--- config.mk ---
export PLATFORM = sky130hd
export DESIGN_NAME = camdenmil_uart_rx
export DESIGN_NICKNAME = d
export VERILOG_FILES = /design/src/rtl/camdenmil_uart_pkg.sv /design/src/rtl/camdenmil_sync_fifo.sv /design/src/rtl/camdenmil_uart_rx.sv
export SDC_FILE = /design/constraint.sdc
export NUM_CORES = 1
export LEC_CHECK = 0
export CORE_UTILIZATION = 60
export CTS_BUF_LIST = sky130_fd_sc_hd__clkbuf_4 sky130_fd_sc_hd__clkbuf_8
export DETAILED_ROUTE_END_ITERATION = 10
export GPL_TIMING_DRIVEN = 1
export PLACE_DENSITY = 0.9
export SLEW_MARGIN = 20
export SYNTH_ARGS = -nofsm -noshare
export SYNTH_HDL_FRONTEND = slang
export SYNTH_SLANG_ARGS = --single-unit
--- constraint.sdc ---
create_clock -name clk -period 7.25 [get_ports clk]
set_input_delay 1.8125 -clock clk [delete_from_list [all_inputs] [get_ports clk]]
set_output_delay 1.8125 -clock clk [all_outputs]
set_load 0.01 [all_outputs]
--- src/rtl/camdenmil_uart_pkg.sv ---
// Shared types and sizing helpers for the camdenmil UART receive path.
package camdenmil_uart_pkg;

    localparam int BYTE_W = 8;

    typedef enum logic [2:0] {
        ST_IDLE,
        ST_START,
        ST_DATA,
        ST_STOP,
        ST_WAIT_IDLE
    } uart_state_t;

    // Occupancy counters need one extra bit so "full" is distinct from "empty".
    function automatic int lvl_width(input int depth);
        return $clog2(depth) + 1;
    endfunction

endpackage

--- src/rtl/camdenmil_sync_fifo.sv ---
// Small first-word-fall-through FIFO; head entry is visible together with o_rd_valid.
module camdenmil_sync_fifo
    import camdenmil_uart_pkg::*;
#(
    parameter int WIDTH = 8,
    parameter int DEPTH = 4
) (
    input  logic                        clk,
    input  logic                        rst_n,
    input  logic                        i_push,
    input  logic [WIDTH-1:0]            i_push_data,
    input  logic                        i_pop,
    output logic [WIDTH-1:0]            o_rd_data,
    output logic                        o_rd_valid,
    output logic                        o_overflow,
    output logic [lvl_width(DEPTH)-1:0] o_level
);

    localparam int PW = lvl_width(DEPTH);
    localparam int AW = $clog2(DEPTH);

    logic [WIDTH-1:0] r_mem [DEPTH];
    logic [PW-1:0]    r_wr_ptr;
    logic [PW-1:0]    r_rd_ptr;
    logic             r_overflow;

    logic [PW-1:0]    w_level;
    logic             w_empty;
    logic             w_full;
    logic             w_do_pop;
    logic             w_do_push;

    assign w_level   = r_wr_ptr - r_rd_ptr;
    assign w_empty   = (w_level == '0);
    assign w_full    = (w_level == PW'(DEPTH));
    assign w_do_pop  = i_pop && !w_empty;
    // A pop in the same cycle frees the slot, so a push into a full FIFO still lands.
    assign w_do_push = i_push && (!w_full || w_do_pop);

    genvar gi;
    generate
        for (gi = 0; gi < DEPTH; gi++) begin : g_entry
            always_ff @(posedge clk or negedge rst_n) begin
                if (!rst_n) begin
                    r_mem[gi] <= '0;
                end else if (w_do_push && (r_wr_ptr[AW-1:0] == AW'(gi))) begin
                    r_mem[gi] <= i_push_data;
                end
            end
        end
    endgenerate

    always_ff @(posedge clk or negedge rst_n) begin
        if (!rst_n) begin
            r_wr_ptr   <= '0;
            r_rd_ptr   <= '0;
            r_overflow <= 1'b0;
        end else begin
            if (w_do_push) r_wr_ptr <= r_wr_ptr + 1'b1;
            if (w_do_pop)  r_rd_ptr <= r_rd_ptr + 1'b1;
            r_overflow <= i_push && w_full && !w_do_pop;
        end
    end

    assign o_rd_data  = r_mem[r_rd_ptr[AW-1:0]];
    assign o_rd_valid = !w_empty;
    assign o_overflow = r_overflow;
    assign o_level    = w_level;

endmodule

--- src/rtl/camdenmil_uart_rx.sv ---
// 8N1 UART receiver with framing check, feeding a small output FIFO.
module camdenmil_uart_rx
    import camdenmil_uart_pkg::*;
#(
    parameter int CLKS_PER_BIT = 16,
    parameter int FIFO_DEPTH   = 4
) (
    input  logic                             clk,
    input  logic                             rst_n,
    input  logic                             ena,
    input  logic                             rx,
    output logic [BYTE_W-1:0]                rd_data,
    output logic                             rd_valid,
    input  logic                             rd_ready,
    output logic                             frame_err,
    output logic                             overflow,
    output logic [lvl_width(FIFO_DEPTH)-1:0] fifo_level
);

    localparam int            CW      = $clog2(CLKS_PER_BIT);
    localparam logic [CW-1:0] HALF_M1 = CW'(CLKS_PER_BIT / 2 - 1);
    localparam logic [CW-1:0] FULL_M1 = CW'(CLKS_PER_BIT - 1);

    uart_state_t       r_state;
    uart_state_t       w_state_next;
    logic              r_sync1;
    logic              r_sync2;
    logic [1:0]        r_fill;
    logic              r_armed;
    logic              w_armed_next;
    logic [CW-1:0]     r_cnt;
    logic [CW-1:0]     w_cnt_next;
    logic [2:0]        r_bit_idx;
    logic [2:0]        w_bit_next;
    logic [BYTE_W-1:0] r_shift;
    logic [BYTE_W-1:0] w_shift_next;
    logic              r_frame_err;
    logic              w_frame_err_next;
    logic              w_push;
    logic              w_rxs;

    assign w_rxs = r_sync2;

    always_ff @(posedge clk or negedge rst_n) begin
        if (!rst_n) begin
            r_sync1     <= 1'b1;
            r_sync2     <= 1'b1;
            r_fill      <= 2'b00;
            r_armed     <= 1'b0;
            r_state     <= ST_IDLE;
            r_cnt       <= '0;
            r_bit_idx   <= '0;
            r_shift     <= '0;
            r_frame_err <= 1'b0;
        end else begin
            r_sync1     <= rx;
            r_sync2     <= r_sync1;
            r_fill      <= {r_fill[0], 1'b1};
            r_armed     <= w_armed_next;
            r_state     <= w_state_next;
            r_cnt       <= w_cnt_next;
            r_bit_idx   <= w_bit_next;
            r_shift     <= w_shift_next;
            r_frame_err <= w_frame_err_next;
        end
    end

    // The line must be seen idle (after the synchroniser has refilled) before a start
    // is accepted, so a reset or disable in the middle of a frame cannot fake a start.
    always_comb begin
        w_state_next     = r_state;
        w_cnt_next       = r_cnt + 1'b1;
        w_bit_next       = r_bit_idx;
        w_shift_next     = r_shift;
        w_frame_err_next = 1'b0;
        w_push           = 1'b0;
        w_armed_next     = r_armed || (w_rxs && r_fill[1]);

        if (!ena) begin
            w_state_next = ST_IDLE;
            w_cnt_next   = '0;
            w_bit_next   = '0;
            w_armed_next = 1'b0;
        end else begin
            case (r_state)
                ST_IDLE: begin
                    w_cnt_next = '0;
                    w_bit_next = '0;
                    if (!w_rxs && r_armed) w_state_next = ST_START;
                end
                ST_START: begin
                    if (r_cnt == HALF_M1) begin
                        w_cnt_next   = '0;
                        w_state_next = w_rxs ? ST_IDLE : ST_DATA;
                    end
                end
                ST_DATA: begin
                    if (r_cnt == FULL_M1) begin
                        w_cnt_next   = '0;
                        w_shift_next = {w_rxs, r_shift[BYTE_W-1:1]};
                        w_bit_next   = r_bit_idx + 3'd1;
                        if (r_bit_idx == 3'd7) w_state_next = ST_STOP;
                    end
                end
                ST_STOP: begin
                    if (r_cnt == FULL_M1) begin
                        w_cnt_next = '0;
                        if (w_rxs) begin
                            w_push       = 1'b1;
                            w_state_next = ST_IDLE;
                        end else begin
                            w_frame_err_next = 1'b1;
                            w_state_next     = ST_WAIT_IDLE;
                        end
                    end
                end
                ST_WAIT_IDLE: begin
                    w_cnt_next = '0;
                    if (w_rxs) w_state_next = ST_IDLE;
                end
                default: begin
                    w_state_next = ST_IDLE;
                    w_cnt_next   = '0;
                end
            endcase
        end
    end

    assign frame_err = r_frame_err;

    camdenmil_sync_fifo #(
        .WIDTH (BYTE_W),
        .DEPTH (FIFO_DEPTH)
    ) u_fifo (
        .clk         (clk),
        .rst_n       (rst_n),
        .i_push      (w_push),
        .i_push_data (r_shift),
        .i_pop       (rd_ready),
        .o_rd_data   (rd_data),
        .o_rd_valid  (rd_valid),
        .o_overflow  (overflow),
        .o_level     (fifo_level)
    );

endmodule
==> Word level (Yosys, flattened, before mapping) <==
Index checks and enable logic that the tools add are counted.
{ "word_totals": {"output_inout_bits": 14, "inputBits": 5, "wordCells": 93, "register_bits": 63} }
{ "op_classes": {"reduce_logical": 23, "n_addsub": 5, "magnitude_cmp": 1, "n_eq_ne": 18, "n_mux": 29, "bitwise": 1} }
{ "ops": {"columns": ["operator", "n"], "rows": [
  ["two-way mux 3 bit", 10],
  ["!= test 3 bit (second input constant)", 6],
  ["binary-select mux 8 bit (select 2 bit)", 1],
  ["two-way mux 8 bit", 2],
  ["case mux 3 bit (5 select lines)", 1],
  ["two-way mux 4 bit", 3],
  ["logical AND 1 bit", 10],
  ["adder 3 x 1 -> 3 bit (second input constant)", 3],
  ["== test 3 bit (second input constant)", 3],
  ["two-way mux 1 bit", 9],
  ["case mux 4 bit (2 select lines)", 1],
  ["== test 3 x 2 -> 1 bit (second input constant)", 2],
  ["zero test 3 bit", 2],
  ["case mux 3 bit (2 select lines)", 1],
  ["AND reduction 6 bit", 1],
  ["adder 4 x 1 -> 4 bit (second input constant)", 1],
  ["== test 2 bit (second input constant)", 2],
  ["== test 4 x 3 -> 1 bit (second input constant)", 1],
  ["== test 4 bit (second input constant)", 1],
  ["zero test 1 bit", 4],
  ["== test 3 x 1 -> 1 bit (second input constant)", 1],
  [">= comparator 3 bit (second input constant)", 1],
  ["!= test 3 x 1 -> 1 bit (second input constant)", 1],
  ["NOT 2 -> 3 bit", 1],
  ["8 further kinds", 9]
]} }

==> Depth between registers and ports, before layout <==
Gate-level depths: netlist of run 1.
{ "depth": {"word_depth": 7, "depth_mapped": 7} }

==> By module <==
From an unflattened synthesis of run 1, not the netlist that was laid out.
{ "unflattened": {"hier_cells": 213, "area_unflattened_um2": 2981.6} }
{ "by_module_without_submodules": {"columns": ["mod", "area_each_um2", "cells_each", "seq_area_each_um2", "instances"], "rows": [
  ["camdenmil_sync_fifo", 1865.5, 119, 975.9, 1],
  ["camdenmil_uart_rx", 1116.1, 94, 603.1, 1]
]} }

==> Worst setup path after synthesis of run 1 <==
Ideal clock, no wire load.
{ "synth_timing": {"kind": "reg-to-output", "startpoint": "register u_fifo.r_wr_ptr[0]", "endpoint": "output rd_valid", "path_buffers": 0, "path_stages_with_launch": 6, "slack_ns": 3.564, "required_ns": 5.438, "t_arrival_ns": 1.874, "path_cell_list": "dfrtp_1 inv_1 ha_1 fa_1 xor3_4 or2_2"} }
{ "synth_between": {"elab_chain_cells": 3} }
{ "synth_rtl": {"columns": ["item", "line", "rtl"], "rows": [
  ["start: declaration", "camdenmil_sync_fifo.sv:23", "logic [PW-1:0] r_wr_ptr;"],
  ["start signal: assignment", "camdenmil_sync_fifo.sv:59", "if (w_do_push) r_wr_ptr <= r_wr_ptr + 1'b1;"],
  ["subtractor 3 bit", "camdenmil_sync_fifo.sv:33", "assign w_level = r_wr_ptr - r_rd_ptr;"],
  ["via fifo_level[2]", "camdenmil_uart_rx.sv:17", "output logic [lvl_width(FIFO_DEPTH)-1:0] fifo_level"],
  ["zero test 3 bit", "camdenmil_sync_fifo.sv:34", "assign w_empty = (w_level == '0);"],
  ["zero test 1 bit", "camdenmil_sync_fifo.sv:66", "assign o_rd_valid = !w_empty;"],
  ["end: declaration", "camdenmil_uart_rx.sv:13", "output logic rd_valid,"]
]} }
The timed path passes the listed nets, and every way through them passes these cells.

==> Worst setup path after layout of run 1 <==
{ "layout_timing": {"startpoint": "register u_fifo.r_rd_ptr[0]", "endpoint": "output rd_valid"} }
{ "layout_between": {"elab_chain_cells": 3} }
{ "layout_rtl": {"columns": ["item", "line", "rtl"], "rows": [
  ["start: declaration", "camdenmil_sync_fifo.sv:24", "logic [PW-1:0] r_rd_ptr;"],
  ["start signal: assignment", "camdenmil_sync_fifo.sv:60", "if (w_do_pop) r_rd_ptr <= r_rd_ptr + 1'b1;"],
  ["subtractor 3 bit", "camdenmil_sync_fifo.sv:33", null],
  ["zero test 3 bit", "camdenmil_sync_fifo.sv:34", null],
  ["zero test 1 bit", "camdenmil_sync_fifo.sv:66", null]
]} }
Every way passes these cells.

==> impl_metrics.py, run 1 <==
metrics = {
    "routing": {
        "viasPerCell": 6.00,
        "via_count": 1709,
        "drc": 1,
        "first_pass_iters": 7,
        "drt_iter0_drc": 74,
        "wirelength_um": 5060,
        "drt.antenna.violating_nets": 0,
        "drt-wirelength-per-cell_um": 17.7,
    },
    "floorplan": {
        "row_count": 24,
        "die_area_mm2": 0.00509,
        "fp.dieH_um": 71.3,
        "io_pins": 19,
        "die_width_um": 71.3,
        "initial_utilization_pct": 64.4,
        "fp.coreArea_mm2": 0.00447,
    },
    "critical_path": {
        "rr_worst_depth": 6,
        "rrSetupSlack_ps": 4000,
        "worstPathRequired_ps": 5440,
        "start_kind": "flop",
        "reg2reg_to": "u_fifo.r_mem[2]$_DFFE_PN0P_",
        "critPathBufInv": 1,
        "worstPathArrival_ps": 3020,
        "crit_path_max_incr_delay_ps": 620,
        "cp_slowest_cell": "dfrtp_1",
        "end_kind": "output port",
        "cp_cell_sequence": "ha_1 -> fa_1 -> xor3_4 -> or2_2 -> clkdlybuf4s50_1",
        "crit_family": "adder cells",
        "reg2reg_from": "u_fifo.r_rd_ptr[0]$_DFFE_PN0P_",
        "critPathMaxFanout": 11,
        "worstSetupPathType": "reg -> out",
    },
    "global_route": {
        "grt_pass1_wl_um": 8590,
        "antenna_found_initial": 0,
        "grt_max_degree": 64,
        "track_usage_pct": 23.8,
        "grt_pass1_vias": 1744,
        "overflow": 0,
    },
    "layout": {
        "layout_common_cells": "61 x dfrtp_1, 42 x mux2_2, 17 x clkdlybuf4s50_1, 14 x nand2_1",
        "regArea_mm2": 0.00158,
        "n_antenna_cell": 0,
        "final_common_cell": "dfrtp_1",
        "areaGrowthSynthToFinish_pct": 15.2,
        "fin_cells": 285,
        "finalNetCount": 243,
        "multi_input_area_mm2": 0.00125,
        "nFillCells": 291,
        "drive_gt1_share_pct": 34.3,
    },
    "sta": {
        "tightest_slew_ps": 762,
        "hold_viol_final": 0,
        "skew_ps": 10.6,
        "max_freq_mhz": 207,
        "finalCritPeriodShare_pct": 66.6,
        "setup_tns_ps": 0,
        "rsz0062_at_grt": "no",
        "finalSetupViolations": 0,
        "relSlewSlack_pct": 49.2,
        "drv_slew": 0,
        "finalCriticalPeriod_ps": 4830,
    },
    "run_status": {
        "outcome": "finished, violations left",
        "violations": "design-rule violations",
    },
    "clock_network": {
        "clockRootBuffer": "clkbuf_8",
        "hold_buffers": 0,
        "clockBufferDepth": 2,
        "cts_setup_buffers": 0,
        "cts_tree": "done",
        "worstSkewPairLatency_ps": 340,
        "cts_resized": 0,
        "cts_sinks": 63,
        "cts_buffers": 9,
        "h-tree-depth": 3,
        "clk_pin_slew_ps": 70,
    },
    "min_path": {
        "hold_start": "r_sync1$_DFF_PN1_",
        "hold_class": "reg -> reg",
        "min_to": "r_sync2$_DFF_PN1_",
        "min_delay_path_depth": 0,
    },
    "placement": {
        "placedCellCount": 269,
        "place_congestion": 0.814,
        "dp_hpwl_um": 3080,
        "io_buffer_count": 18,
    },
    "power": {
        "cellLeakagePower_nw": 1.61,
        "pwr_density_cell_mw_per_mm2": 254,
        "peakVddDrop_uv": 156,
    },
    "synthesis": {
        "avgSynthCellArea_um2": 14.1,
        "ys_seq_area_share_pct": 54.8,
        "synth_seq_cells": 63,
        "syn_inst": 205,
        "synth_warnings": 0,
        "syn_nets": 220,
        "netlist_area_mm2": 0.00288,
        "synth_cell_types": 37,
    },
    "flow_run": {
        "maxCapViolations": 0,
    },
}
## worst max-delay path by stage
stage                                        start       end  slack, ps  cells after the start
floorplan           u_fifo.r_wr_ptr[0]$_DFFE_PN0P_  rd_valid       3560                      5
detailed placement  u_fifo.r_rd_ptr[0]$_DFFE_PN0P_  rd_valid       2770                      5
global placement    u_fifo.r_rd_ptr[0]$_DFFE_PN0P_  rd_valid       2800                      5
CTS                 u_fifo.r_rd_ptr[0]$_DFFE_PN0P_  rd_valid       2390                      5
global route        u_fifo.r_rd_ptr[0]$_DFFE_PN0P_  rd_valid       2280                      5
finish              u_fifo.r_rd_ptr[0]$_DFFE_PN0P_  rd_valid       2420                      5
## flip-flops by register name, summed over array words and instances, names as in the netlist
register	flops
u_fifo.r_mem	32
r_shift	8
r_cnt	4
r_bit_idx	3
r_state	3
u_fifo.r_rd_ptr	3
u_fifo.r_wr_ptr	3
r_fill	2
frame_err	1
r_armed	1
r_sync1	1
r_sync2	1
u_fifo.o_overflow	1
## synthesized netlist by cell type, drive strengths merged
| cell | n | area (µm²) |
|---|---|---|
| a311oi | 1 | 8.76 |
| dfrtp | 61 | 1530 |
| mux2 | 42 | 473 |
| clkbuf | 4 | 15.0 |
| a21oi | 4 | 20.0 |
| nor3 | 1 | 5.00 |
| inv | 4 | 15.0 |
| nand2 | 18 | 77.6 |
| nand2b | 2 | 12.5 |
| or4b | 1 | 10.0 |
| nor4bb | 1 | 10.0 |
| nand3b | 2 | 15.0 |
| fa | 1 | 20.0 |
| xor2 | 2 | 17.5 |
| xor3 | 1 | 27.5 |
| buf | 3 | 20.0 |
| a21boi | 2 | 15.0 |
| xnor2 | 5 | 43.8 |
| o21ai | 6 | 30.0 |
| mux4 | 8 | 180 |
| dfstp | 2 | 52.6 |
| mux2i | 1 | 10.0 |
| conb | 1 | 3.75 |
| a41o | 1 | 10.0 |
| a311o | 1 | 10.0 |
| nor2 | 6 | 22.5 |
| nor3b | 1 | 7.51 |
| nand3 | 5 | 25.0 |
| a2111oi | 1 | 27.5 |
| ha | 9 | 113 |
| nor2b | 3 | 18.8 |
| and3b | 3 | 27.5 |
| or2 | 2 | 12.5 |
## worst reg2reg max path: cells and delay by family, from the launching register on
family,cells,cell delay [ps]
xor+xnor,1,510
mux,1,360
flops,1,620
simple gates,1,320
fa+ha+maj,2,760
compound gates,1,590
## report_power, final
part	leakage [nW]	internal (W)	total [W]	switching, W
logic	0.645	0.0000655	0.000109	0.0000439
registers	0.851	0.000362	0.000398	0.0000358
clock network	0.110	0.000200	0.000337	0.000138
## metrics by stage
stage	utilization [%]	setup slack (ps)	hold WS, ps	power (W)	area, µm²
after floorplan	-	3560	331	0.000469	2880
after global placement	69.2	2800	332	0.000511	3100
after detailed placement	69.2	2770	347	0.000513	3100
after CTS	74.2	2390	357	0.000853	3320
after global routing	74.2	2280	364	0.000886	3320
final	74.2	2420	357	0.000845	3320
## metal layers
metal	share of wire, %	routed length [µm]	vias up	global-route usage [%]
met1	43	2180	862	31.5
met5	0	0	-	0
met4	1.6	82	0	10.9
li1	-	-	777	-
met3	5.8	293	8	8.02
met2	49	2500	62	36.0
## cell families after synthesis
family	count (synthesis)	share of synthesized area, %
AO/OA/AOI/OAI	16	4.21
XOR/XNOR	8	3.08
adder cells (fa/ha/maj)	10	4.60
buffers and inverters	11	1.74
flip-flops	63	54.8
multiplexers	51	23.0
other	1	0.130
AND/OR/NAND/NOR	45	8.46
## final cells by class
class | count | area share, %
repair buffers | 19 | 5.50
multi-input cells | 131 | 37.8
flip-flops and latches | 63 | 47.6
inverters | 4 | 0.452
clock inverters | 6 | 2.83
clock buffers | 10 | 3.96
well taps | 52 | 1.96
Power figures use the tool's default switching activity.
==> inputs of run 2 (changes only) <==
- CORE_UTILIZATION: 60 -> 55
- PLACE_DENSITY: 0.9 -> 0.87
- clock period: 7.25 -> 3.9 ns (I/O delays scaled with it)
==> impl_metrics.py, run 2 (same netlist as run 1, synthesis figures left out) <==
metrics = {
    "layout": {
        "largestRegisters": "u_fifo.r_mem x32, r_shift x8, r_cnt x4",
        "drive_gt1_share_pct": 34.1,
        "largest_register_ffs": 32,
        "top_register": "u_fifo.r_mem",
        "areaGrowthSynthToFinish_pct": 14.8,
        "finalNetCount": 244,
        "layout_common_cells": "61 x dfrtp_1, 42 x mux2_2, 17 x clkdlybuf4s50_1, 14 x nand2_1, 10 x clkbuf_8",
        "n_antenna_cell": 0,
        "nFillCells": 362,
        "final_common_cell": "dfrtp_1",
    },
    "sta": {
        "tightest_slew_ps": 635,
        "finalSetupViolations": 0,
        "finalCriticalPeriod_ps": 3750,
        "drv_slew": 0,
        "hold_viol_final": 0,
        "relSlewSlack_pct": 57.3,
        "skew_ps": 8.50,
        "finalCritPeriodShare_pct": 96.0,
        "setup_tns_ps": 0,
        "hold_ws_ps": 350,
        "rsz0062_at_grt": "no",
        "max_freq_mhz": 267,
    },
    "run_status": {
        "outcome": "completed",
    },
    "routing": {
        "drt_iter0_drc": 86,
        "wirelength_um": 5000,
        "m1WireLength_um": 2340,
        "wl_met3_um": 169,
        "routed.top_layer": "met4",
        "via_count": 1690,
        "drt.antenna.violating_nets": 0,
        "dr_wl_met2_um": 2420,
        "viasPerCell": 5.65,
        "drt-wirelength-per-cell_um": 16.7,
        "first_pass_iters": 4,
        "drc": 0,
    },
    "critical_path": {
        "reg2reg_to": "u_fifo.r_mem[3]$_DFFE_PN0P_",
        "end_kind": "output port",
        "cp_cell_sequence": "inv_1 -> ha_1 -> fa_1 -> xor3_4 -> or2_2 -> clkdlybuf4s50_1",
        "crit_path_max_incr_delay_ps": 500,
        "reg2reg_from": "u_fifo.r_wr_ptr[0]$_DFFE_PN0P_",
        "rr_worst_depth": 7,
        "critPathMaxFanout": 4,
        "endpoint": "rd_valid",
        "rrSetupSlack_ps": 840,
        "cp_slowest_cell": "xor3_4",
        "crit_start": "u_fifo.r_wr_ptr[0]$_DFFE_PN0P_",
        "worstPathArrival_ps": 2770,
        "start_kind": "flop",
        "worstSetupPathType": "reg -> out",
        "worstPathRequired_ps": 2920,
    },
    "clock_network": {
        "worstSkewPairLatency_ps": 330,
        "clockBufferDepth": 2,
        "clk_pin_slew_ps": 70,
        "clockRootBuffer": "clkbuf_8",
        "cts_setup_buffers": 0,
        "cts_resized": 0,
        "cts_buffers": 9,
        "h-tree-depth": 3,
        "cts_sinks": 63,
        "cts_tree": "done",
        "hold_buffers": 0,
    },
    "floorplan": {
        "io_pins": 19,
        "row_count": 25,
        "fp.dieH_um": 74.4,
        "die_area_mm2": 0.00553,
        "fp.coreArea_mm2": 0.00488,
        "initial_utilization_pct": 59.1,
        "die_width_um": 74.4,
    },
    "power": {
        "clockPowerShare_pct": 36.0,
        "power_frac_seq_pct": 47.8,
        "pwr_density_cell_mw_per_mm2": 450,
        "swShare_pct": 25.8,
        "power_switching_w": 0.000384,
        "internal-power_w": 0.00111,
        "cellLeakagePower_nw": 1.60,
        "peakVddDrop_uv": 264,
        "combPwrFrac_pct": 16.2,
        "p_total_w": 0.00149,
    },
    "placement": {
        "dp_hpwl_um": 3370,
        "io_buffer_count": 18,
        "place_congestion": 0.782,
    },
    "global_route": {
        "track_usage_pct": 21.3,
        "antenna_found_initial": 0,
        "grt_max_degree": 50,
        "grt_pass1_wl_um": 8450,
        "overflow": 0,
        "grt_pass1_vias": 1750,
    },
    "min_path": {
        "hold_class": "reg -> reg",
    },
    "flow_run": {
        "maxCapViolations": 0,
    },
}
run 2: changes by cell type in the layout (fill, tap and decap cells not counted):
cell / change
clkbuf_8: +1
buf_2: -1
clkinv_4: -2
inv_6: -1
clkbuf_4: -1
buf_4: +2
bufinv_16: -1
clkinv_2: +2
run 2: metal layers:
metal  vias up  GRT usage (%)
met5         -              0
met1       867           29.4
met2        34           32.5
met4         0           10.7
li1        782              -
met3         7           4.20
run 2: worst min-delay path by stage:
stage                        startpoint             endpoint  slack, ps  depth (start not counted)
finish              r_fill[0]$_DFF_PN0_  r_fill[1]$_DFF_PN0_        350                          0
global placement    r_fill[0]$_DFF_PN0_  r_fill[1]$_DFF_PN0_        330                          0
detailed placement  r_fill[0]$_DFF_PN0_  r_fill[1]$_DFF_PN0_        340                          0
floorplan           r_fill[0]$_DFF_PN0_  r_fill[1]$_DFF_PN0_        330                          0
CTS                 r_fill[0]$_DFF_PN0_  r_fill[1]$_DFF_PN0_        350                          0
global route        r_fill[0]$_DFF_PN0_  r_fill[1]$_DFF_PN0_        370                          0
run 2: power by group through the flow:
stage                     clock (W)  combinational (W)  sequential (W)
after floorplan                   0           0.000171        0.000701
after global placement            0           0.000236        0.000721
final                      0.000536           0.000241        0.000712
after CTS                  0.000542           0.000245        0.000713
after detailed placement          0           0.000243        0.000724
after global routing       0.000570           0.000266        0.000717
run 2: worst max-delay path: cells and delay by family (launching register included):
family	cells	cell delay (ps)
adder cells (fa/ha/maj)	2	620
buffers and inverters	2	600
XOR/XNOR	1	500
flip-flops	1	390
AND/OR/NAND/NOR	1	330
run 2: layout make-up:
class                           instances  area [µm²]  area share [%]
Sequential cell                        63        1580            47.7
Multi-Input combinational cell        131        1250            37.9
Timing Repair Buffer                   20         193            5.82
Clock buffer                           10         138            4.16
Tap cell                               67        83.8            2.53
Clock inverter                          4        47.5            1.44
Inverter                                4        15.0           0.454
run 2: stage by stage:
stage	cell area [µm²]	cells	worst slack (ps)	util [%]
finish	3310	299	154	67.8
global route	3310	299	63.6	67.8
detailed placement	3120	285	521	64.0
CTS	3310	299	144	67.8
floorplan	2880	205	1050	-
global placement	3120	285	558	64.0
